### src/rtl/spi_controller.sv
// SPI mode-0 write-only register controller: one 16-bit frame {1'b1, addr, data} per accepted request, done 35*CLK_DIV+1 cycles after accept.
// Backpressure: i_req_valid/o_req_ready handshake; o_req_ready is low for the whole frame, and a held request is taken on the done cycle.
module spi_controller #(
    parameter int unsigned CLK_DIV = 4
) (
    input  logic       i_clk,
    input  logic       i_rst,
    input  logic       i_req_valid,
    output logic       o_req_ready,
    input  logic [6:0] i_req_addr,
    input  logic [7:0] i_req_data,
    output logic       o_done,
    output logic       o_busy,
    output logic       o_sclk,
    output logic       o_ncs,
    output logic       o_copi
);

    localparam logic [7:0] PHASE_MAX = 8'(CLK_DIV - 1);

    typedef enum logic [2:0] {
        ST_IDLE  = 3'd0,
        ST_SETUP = 3'd1,
        ST_SHIFT = 3'd2,
        ST_HOLD  = 3'd3,
        ST_GAP   = 3'd4
    } state_t;

    state_t      r_state;
    logic [7:0]  r_phase;
    logic [3:0]  r_bit;
    logic        r_high;
    logic [15:0] r_shift;
    logic        r_ncs;
    logic        r_sclk;
    logic        r_copi;
    logic        r_done;
    logic        r_busy;

    state_t      w_state_nxt;
    logic [7:0]  w_phase_nxt;
    logic [3:0]  w_bit_nxt;
    logic        w_high_nxt;
    logic [15:0] w_shift_nxt;
    logic        w_phase_end;
    logic        w_frame_nxt;

    assign w_phase_end = (r_phase == 8'd0);

    always_comb begin
        w_state_nxt = r_state;
        w_phase_nxt = r_phase;
        w_bit_nxt   = r_bit;
        w_high_nxt  = r_high;
        w_shift_nxt = r_shift;

        if (r_state != ST_IDLE && !w_phase_end) begin
            w_phase_nxt = r_phase - 8'd1;
        end

        case (r_state)
            ST_IDLE: begin
                if (i_req_valid) begin
                    w_state_nxt = ST_SETUP;
                    w_phase_nxt = PHASE_MAX;
                    w_shift_nxt = {1'b1, i_req_addr, i_req_data};
                end
            end
            ST_SETUP: begin
                if (w_phase_end) begin
                    w_state_nxt = ST_SHIFT;
                    w_phase_nxt = PHASE_MAX;
                    w_bit_nxt   = 4'd15;
                    w_high_nxt  = 1'b0;
                end
            end
            ST_SHIFT: begin
                if (w_phase_end) begin
                    w_phase_nxt = PHASE_MAX;
                    if (!r_high) begin
                        w_high_nxt = 1'b1;
                    end else begin
                        w_high_nxt = 1'b0;
                        // Last bit stays in shift_reg[15] so HOLD keeps driving bit 0.
                        if (r_bit == 4'd0) begin
                            w_state_nxt = ST_HOLD;
                        end else begin
                            w_bit_nxt   = r_bit - 4'd1;
                            w_shift_nxt = {r_shift[14:0], 1'b0};
                        end
                    end
                end
            end
            ST_HOLD: begin
                if (w_phase_end) begin
                    w_state_nxt = ST_GAP;
                    w_phase_nxt = PHASE_MAX;
                end
            end
            ST_GAP: begin
                if (w_phase_end) begin
                    w_state_nxt = ST_IDLE;
                end
            end
            default: begin
                w_state_nxt = ST_IDLE;
            end
        endcase
    end

    // Pin values are derived from the next state so they change on the same edge as the FSM.
    assign w_frame_nxt = (w_state_nxt == ST_SETUP) || (w_state_nxt == ST_SHIFT) ||
                         (w_state_nxt == ST_HOLD);

    always_ff @(posedge i_clk or posedge i_rst) begin
        if (i_rst) begin
            r_state <= ST_IDLE;
            r_phase <= 8'd0;
            r_bit   <= 4'd15;
            r_high  <= 1'b0;
            r_shift <= 16'd0;
            r_ncs   <= 1'b1;
            r_sclk  <= 1'b0;
            r_copi  <= 1'b0;
            r_done  <= 1'b0;
            r_busy  <= 1'b0;
        end else begin
            r_state <= w_state_nxt;
            r_phase <= w_phase_nxt;
            r_bit   <= w_bit_nxt;
            r_high  <= w_high_nxt;
            r_shift <= w_shift_nxt;
            r_ncs   <= ~w_frame_nxt;
            r_sclk  <= (w_state_nxt == ST_SHIFT) && w_high_nxt;
            r_copi  <= w_frame_nxt && w_shift_nxt[15];
            r_done  <= (r_state == ST_GAP) && (w_state_nxt == ST_IDLE);
            r_busy  <= (w_state_nxt != ST_IDLE);
        end
    end

    assign o_req_ready = (r_state == ST_IDLE);
    assign o_done      = r_done;
    assign o_busy      = r_busy;
    assign o_sclk      = r_sclk;
    assign o_ncs       = r_ncs;
    assign o_copi      = r_copi;

endmodule

### config.mk
export PLATFORM = sky130hd
export DESIGN_NAME = spi_controller
export DESIGN_NICKNAME = d
export VERILOG_FILES = /design/src/rtl/spi_controller.sv
export SDC_FILE = /design/constraint.sdc
export NUM_CORES = 1
export LEC_CHECK = 0
export BUFFER_PORTS_ARGS = -buffer_cell sky130_fd_sc_hd__buf_2
export CAP_MARGIN = 40
export CORE_MARGIN = 4
export CORE_UTILIZATION = 60
export CTS_BUF_LIST = sky130_fd_sc_hd__clkbuf_8
export DETAILED_ROUTE_END_ITERATION = 16
export GPL_TIMING_DRIVEN = 0
export PLACE_DENSITY_LB_ADDON = 0.15
export REMOVE_ABC_BUFFERS = 1
export SYNTH_ARGS = -nofsm -noshare
export SYNTH_HDL_FRONTEND = slang
export SYNTH_SLANG_ARGS = --single-unit
### constraint.sdc
create_clock -name i_clk -period 3 [get_ports i_clk]
set_clock_uncertainty 0.2 [all_clocks]
set_input_delay 0.6 -clock i_clk [delete_from_list [all_inputs] [get_ports i_clk]]
set_output_delay 0.6 -clock i_clk [all_outputs]
set_load 0.02 [all_outputs]
==> out/results.txt, run 1 <==
pwr/cell area - 793 nW/um^2
post-route non-filler standard cell count - 243
Synth warnings - 0
initial core utilization - 63.4%
RSZ-0062 raised after global routing - false
clock buffer count from CTS - 5
All-Layer GR Usage - 19.9%
final-report max-slew violation count - 0
Die W - 65.0 microns
max cap viols - 0
period utilization - 91.0%
hold buffer count at CTS - 0
diode count - 0
Total Wirelength - 3.61 mm
top_reg_cell synth - dfrtp_1
synth unique cells - 53
Clock Latency Late Sink - 0.28 ns
routed via count - 1414
Pwr Total - 1700 uW
clock-pin slew on the worst setup and hold paths - 0.07 ns
EDFF count, synth - 0
Tmin final - 2.73 ns
post-CTS setup buffer count - 0
first-pass GRT wire length - 6.53 mm
Cells after DPL - 235
reg2reg path depth - 9
reg-to-reg startpoint - r_phase[0]
metal2 WL - 1.73 mm
critical path class - reg -> reg
I/O Pins - 24
Final Util - 69.7%
most common cell after layout, fill and taps aside - dfrtp_1
total grt overflow - 0
crit-path max cell delay - 0.41 ns
DRC Markers - 0
Least-Margin Pin Slew - 0.755 ns
CP delay by family, top - simple AND/OR/NAND/NOR gates
f_max - 0.366 GHz
Met1 Wirelength - 1.67 mm
Sink Count - 37
clock buffer depth - 2
Synth async-reset ratio - 100%
HPWL Detailed - 2.59 mm
most frequent cell on the critical path - ha_1
drt first pass iters - 5
highest routed layer - met4
vias in the first global route - 1414
Rows - 20
Required @ worst endpoint - 2.99 ns
share of cells above drive strength 1 - 25.6%
critical path cell sequence - inv_1, ha_1, nor3b_4, and2_1, inv_2, ha_1, o31ai_1, a211o_1, nor4b_2
crit path DAT - 2.72 ns
CTS H-tree lvls - 2
endpoint class of the critical path - register
Worst path slowest cell - dfrtp_1
WP buf/inv - 2
met3 routed WL - 180 microns
Hold Vio Cnt, Final - 0
mean post-synth cell area - 11.0 sq um
cells after synthesis - 178
most frequent cells in the layout - dfrtp_1, buf_2, a22o_1, a21o_1
FF-to-FF End - o_sclk
Post-Syn Area - 1950 sq um
worst-path fanout max - 8
Synth area leader - dfrtp_1
Die ar. - 4230 sq um
Seq/Total Area, Yosys - 47.8%
Synth Register Bits - 37
die height - 65.0 microns
Placer Congestion - 0.812
Slew HR - 49.6%
min-delay worst type - in -> async
setup TNS - 0 ns
CTS tree - done
R2R Setup Slk - 0.27 ns
Layout Nets - 219
area grow syn2layout - 10.0%
outcome - finished clean
share of the synthesized area in the top cell type - 41.1%
Root Driver - clkbuf_8
CTS resizes - 0
DRT antenna net count - 0
Core Box Area - 3080 sq um
Final Setup Violations - 0
Via density - 5.82
Port Buf Inserts - 23
Max VDD drop - 0.000397 V
initial antenna violation count - 0
largest net degree at the start of global routing - 22
top post-synthesis cells by area - dfrtp_1, dfstp_2, a22o_1
Starting DRT DRC Count - 137
WL/cell - 14.8 microns
Pleak - 0.00109 uW
Startpoint Class - register
## worst max-delay path by stage
stage	from	end	slack, ns	cells after the start
floorplan	r_phase[4]	o_sclk	0.48	8
global placement	r_phase[4]	o_sclk	0.19	7
detailed placement	r_phase[4]	o_sclk	0.13	7
CTS	r_phase[4]	o_sclk	0.1	7
global route	r_phase[4]	o_sclk	0.11	8
finish	r_phase[0]	o_sclk	0.27	9
## cell usage after synthesis (all sizes together), types with 2 or more instances
master	number
xnor2	2
a21oi	5
or2	3
nand3b	3
nor4bb	2
buf	11
nand3	6
mux2i	3
a21o	14
a31oi	2
nor3	5
o22ai	2
nor2	9
nand2b	2
nor3b	4
and2	2
nor2b	2
nand2	8
o31ai	4
dfrtp	32
or3b	2
a22o	14
or3	5
ha	3
nor4	3
o21ai	4
inv	9
dfstp	5
## state kept, by name (all words and copies together), names as in the netlist
name     flops
r_shift     16
r_phase      8
r_bit        4
r_state      3
o_busy       1
o_copi       1
o_done       1
o_ncs        1
o_sclk       1
r_high       1
## worst register-to-register path, cell delays in order, from the launching register on
cell     delay (ns)
dfrtp_1        0.41
inv_1          0.07
ha_1           0.23
nor3b_4        0.36
and2_1         0.40
inv_2          0.10
ha_1           0.28
o31ai_1        0.25
a211o_1        0.14
nor4b_2        0.19
## per-layer routing
| layer | up-vias | track usage [%] |
|---|---|---|
| met1 | 688 | 26.7 |
| met3 | 2 | 5.03 |
| met5 | - | 0 |
| met4 | 0 | 5.44 |
| met2 | 35 | 31.9 |
| li1 | 689 | - |
## cell families (layout without fill, tap and decap cells)
| logic type | count (synthesis) | count (layout) | share of synthesized area (%) |
|---|---|---|---|
| and+or+nand+nor | 62 | 62 | 21.5 |
| xor gates and xnor gates | 3 | 3 | 1.35 |
| AOI/OAI and AO/OA | 49 | 49 | 18.9 |
| muxes | 3 | 3 | 1.54 |
| buffers and inverters | 21 | 42 | 6.99 |
| adders and majority gates | 3 | 3 | 1.92 |
| DFF | 37 | 37 | 47.8 |
## power breakdown
part / total (uW) / switching, uW / internal, uW
registers: 846 / 151 / 695
logic: 527 / 263 / 265
clock network: 328 / 171 / 158
total: 1700 / 584 / 1120
## stage by stage
stage | hold slack, ns | setup slack (ns) | area, sq um
2_1_floorplan | 0.250 | 0.484 | 1860
3_3_place_gp | 0.259 | 0.185 | 2030
3_5_place_dp | 0.266 | 0.129 | 2050
4_1_cts | 0.245 | 0.0966 | 2140
5_1_grt | 0.284 | 0.110 | 2150
6_report | 0.229 | 0.269 | 2150
## area by class of cell
type                    instances  area [sq um]
fillers                       243           932
multi-input cells             120           891
inverters                      10          42.5
repair buffers                 24           143
clock inverters                 3          13.8
clock buffers                   5          68.8
flip-flops and latches         37           932
well taps                      44          55.1
(Power assumes the default switching activity.)
==> inputs of run 2 (changes only) <==
Settings changed: CTS_CLUSTER_DIAMETER set to 30, PLACE_DENSITY set to 0.91, PLACE_DENSITY_LB_ADDON 0.15 to not set, SLEW_MARGIN set to 20.
==> run 2 against run 1 <==
Clock power decreased by 1%. Sequential power down 0.6%. Count of clock-buffer cells in the layout is the same. Die area stayed put. Final area is 1.5% lower. First-iteration DRC count is 38% lower. Hold slack gained 0.0054 ns. Sequential cell count unchanged. Utilization shrank 1.0 points. Critical path type unchanged. Highest routed layer unchanged.
==> out/results.txt, run 2 (synthesis results as in run 1) <==
reg-to-reg startpoint - r_phase[0]
most frequent cells in the layout - dfrtp_1, buf_2, a22o_1, a21o_1
HPWL Detailed - 2.67 mm (+3.1%)
DRT antenna net count - 0 (unchanged)
clock-pin slew on the worst setup and hold paths - 0.07 ns (about the same)
clock buffer depth - 2 (unchanged)
setup TNS - 0 ns (unchanged)
Sink Count - 37 (unchanged)
routed via count - 1457 (+3.0%)
critical path class - reg -> reg
initial core utilization - 63.4% (unchanged)
CTS tree - done
Die W - 65.0 microns (unchanged)
Final Cell Area - 2110 sq um (-1.5%)
Hold Vio Cnt, Final - 0 (unchanged)
Starting DRT DRC Count - 85 (-38%)
All-Layer GR Usage - 20.1% (+0.21 points)
Setup crit start - r_phase[0]
Startpoint Class - register
vias in the first global route - 1513 (+7.0%)
Slew HR - 50.5% (+0.87 points)
endpoint class of the critical path - register
met3 routed WL - 310 microns (+72%)
Clock Latency Late Sink - 0.29 ns (about the same)
Cell Area, Placed - 2030 sq um (-1.3%)
clock buffer count from CTS - 5 (unchanged)
total of fill cells in the finished design - 239 (-1.6%)
Final Setup Violations - 0 (unchanged)
min-delay worst type - in -> async
Pleak - 0.00108 uW (-0.90%)
DRC Markers - 0 (unchanged)
Max VDD drop - 0.000528 V (+33%)
share of cells above drive strength 1 - 26.1% (+0.50 points)
Met1 Wirelength - 1.52 mm (-9.4%)
die height - 65.0 microns (unchanged)
pwr/cell area - 805 nW/um^2 (+1.6%)
CTS resizes - 0 (unchanged)
RSZ-0062 raised after global routing - false
Total Wirelength - 3.81 mm (+5.5%)
Layout Nets - 219 (unchanged)
final-report max-slew violation count - 0 (unchanged)
period utilization - 91.5% (+0.44 points)
drt first pass iters - 4 (-1)
f_max - 0.364 GHz (-0.48%)
first-pass GRT wire length - 6.55 mm (+0.32%)
Via density - 6.00 (+3.0%)
Reg with most FFs - r_shift
Tmin final - 2.74 ns (+0.0131 ns)
max cap viols - 0 (unchanged)
Rows - 20 (unchanged)
worst-path fanout max - 8 (unchanged)
Required @ worst endpoint - 2.96 ns (-0.03 ns)
initial antenna violation count - 0 (unchanged)
biggest regs - r_shift (16), r_phase (8), r_bit (4)
most common cell after layout, fill and taps aside - dfrtp_1
WL/cell - 15.7 microns (+5.5%)
diode count - 0 (unchanged)
Placer Congestion - 0.828 (+2.0%)
Root Driver - clkbuf_8
CTS H-tree lvls - 2 (unchanged)
outcome - finished clean
metal2 WL - 1.90 mm (+9.8%)
hold buffer count at CTS - 0 (unchanged)
area grow syn2layout - 8.40%
total grt overflow - 0 (unchanged)
I/O Pins - 24 (unchanged)
max reg flops - 16 (unchanged)
highest routed layer - met4
Port Buf Inserts - 23 (unchanged)
post-CTS setup buffer count - 0 (unchanged)
Least-Margin Pin Slew - 0.741 ns (-0.0136 ns)
Die ar. - 4230 sq um (unchanged)
largest net degree at the start of global routing - 38 (+73%)
crit path DAT - 2.70 ns (-0.02 ns)
Core Box Area - 3080 sq um (unchanged)
-- run 2: layer usage --
layer,vias up,global-route usage [%]
li1,686,-
met1,702,22.8
met2,60,34.4
met3,9,5.55
met4,0,10.4
met5,-,0
-- run 2: path summary, 6_finish.rpt --
check	endpoint	slack [ns]	cells after the start
min	r_shift[9]	0.23	2
max in group asynchronous	r_shift[2]	1.88	2
min in group i_clk	r_shift[6]	0.28	1
min reg2reg	r_shift[6]	0.28	1
max	o_sclk	0.26	10
max reg2reg	o_sclk	0.26	10
-- run 2: report_power, final --
part	leakage (uW)	internal, uW	switching (uW)	total, uW
logic	0.000568	261	277	538
registers	0.000463	695	146	841
clock network	0.0000491	157	167	324
-- run 2: worst max-delay path, cell delays in order, from the launching register on --
cell,delay [ns]
dfrtp_1,0.41
inv_1,0.07
ha_1,0.22
nor3b_4,0.41
and2_1,0.40
inv_2,0.10
ha_1,0.20
nand3b_1,0.09
a21oi_1,0.07
a211o_1,0.29
nor4b_2,0.15
-- run 2: final cells by class --
type / count / area (sq um) / area share (%)
Timing Repair Buffer: 24 / 120 / 5.68
Sequential cell: 37 / 932 / 44.1
Multi-Input combinational cell: 120 / 882 / 41.7
Clock buffer: 5 / 68.8 / 3.25
Clock inverter: 3 / 13.8 / 0.651
Tap cell: 44 / 55.1 / 2.60
Inverter: 10 / 42.5 / 2.01
-- run 2: through the flow --
| stage | power, uW | instances | utilization [%] | hold slack, ns | worst slack [ns] |
|---|---|---|---|---|---|
| floorplan | 1230 | 167 | - | 0.250 | 0.484 |
| global placement | 1320 | 234 | 65.9 | 0.261 | 0.216 |
| detailed placement | 1370 | 234 | 65.9 | 0.266 | 0.0949 |
| CTS | 1700 | 242 | 68.5 | 0.266 | 0.0848 |
| global route | 1820 | 243 | 68.7 | 0.296 | 0.0961 |
| finish | 1700 | 243 | 68.7 | 0.235 | 0.256 |
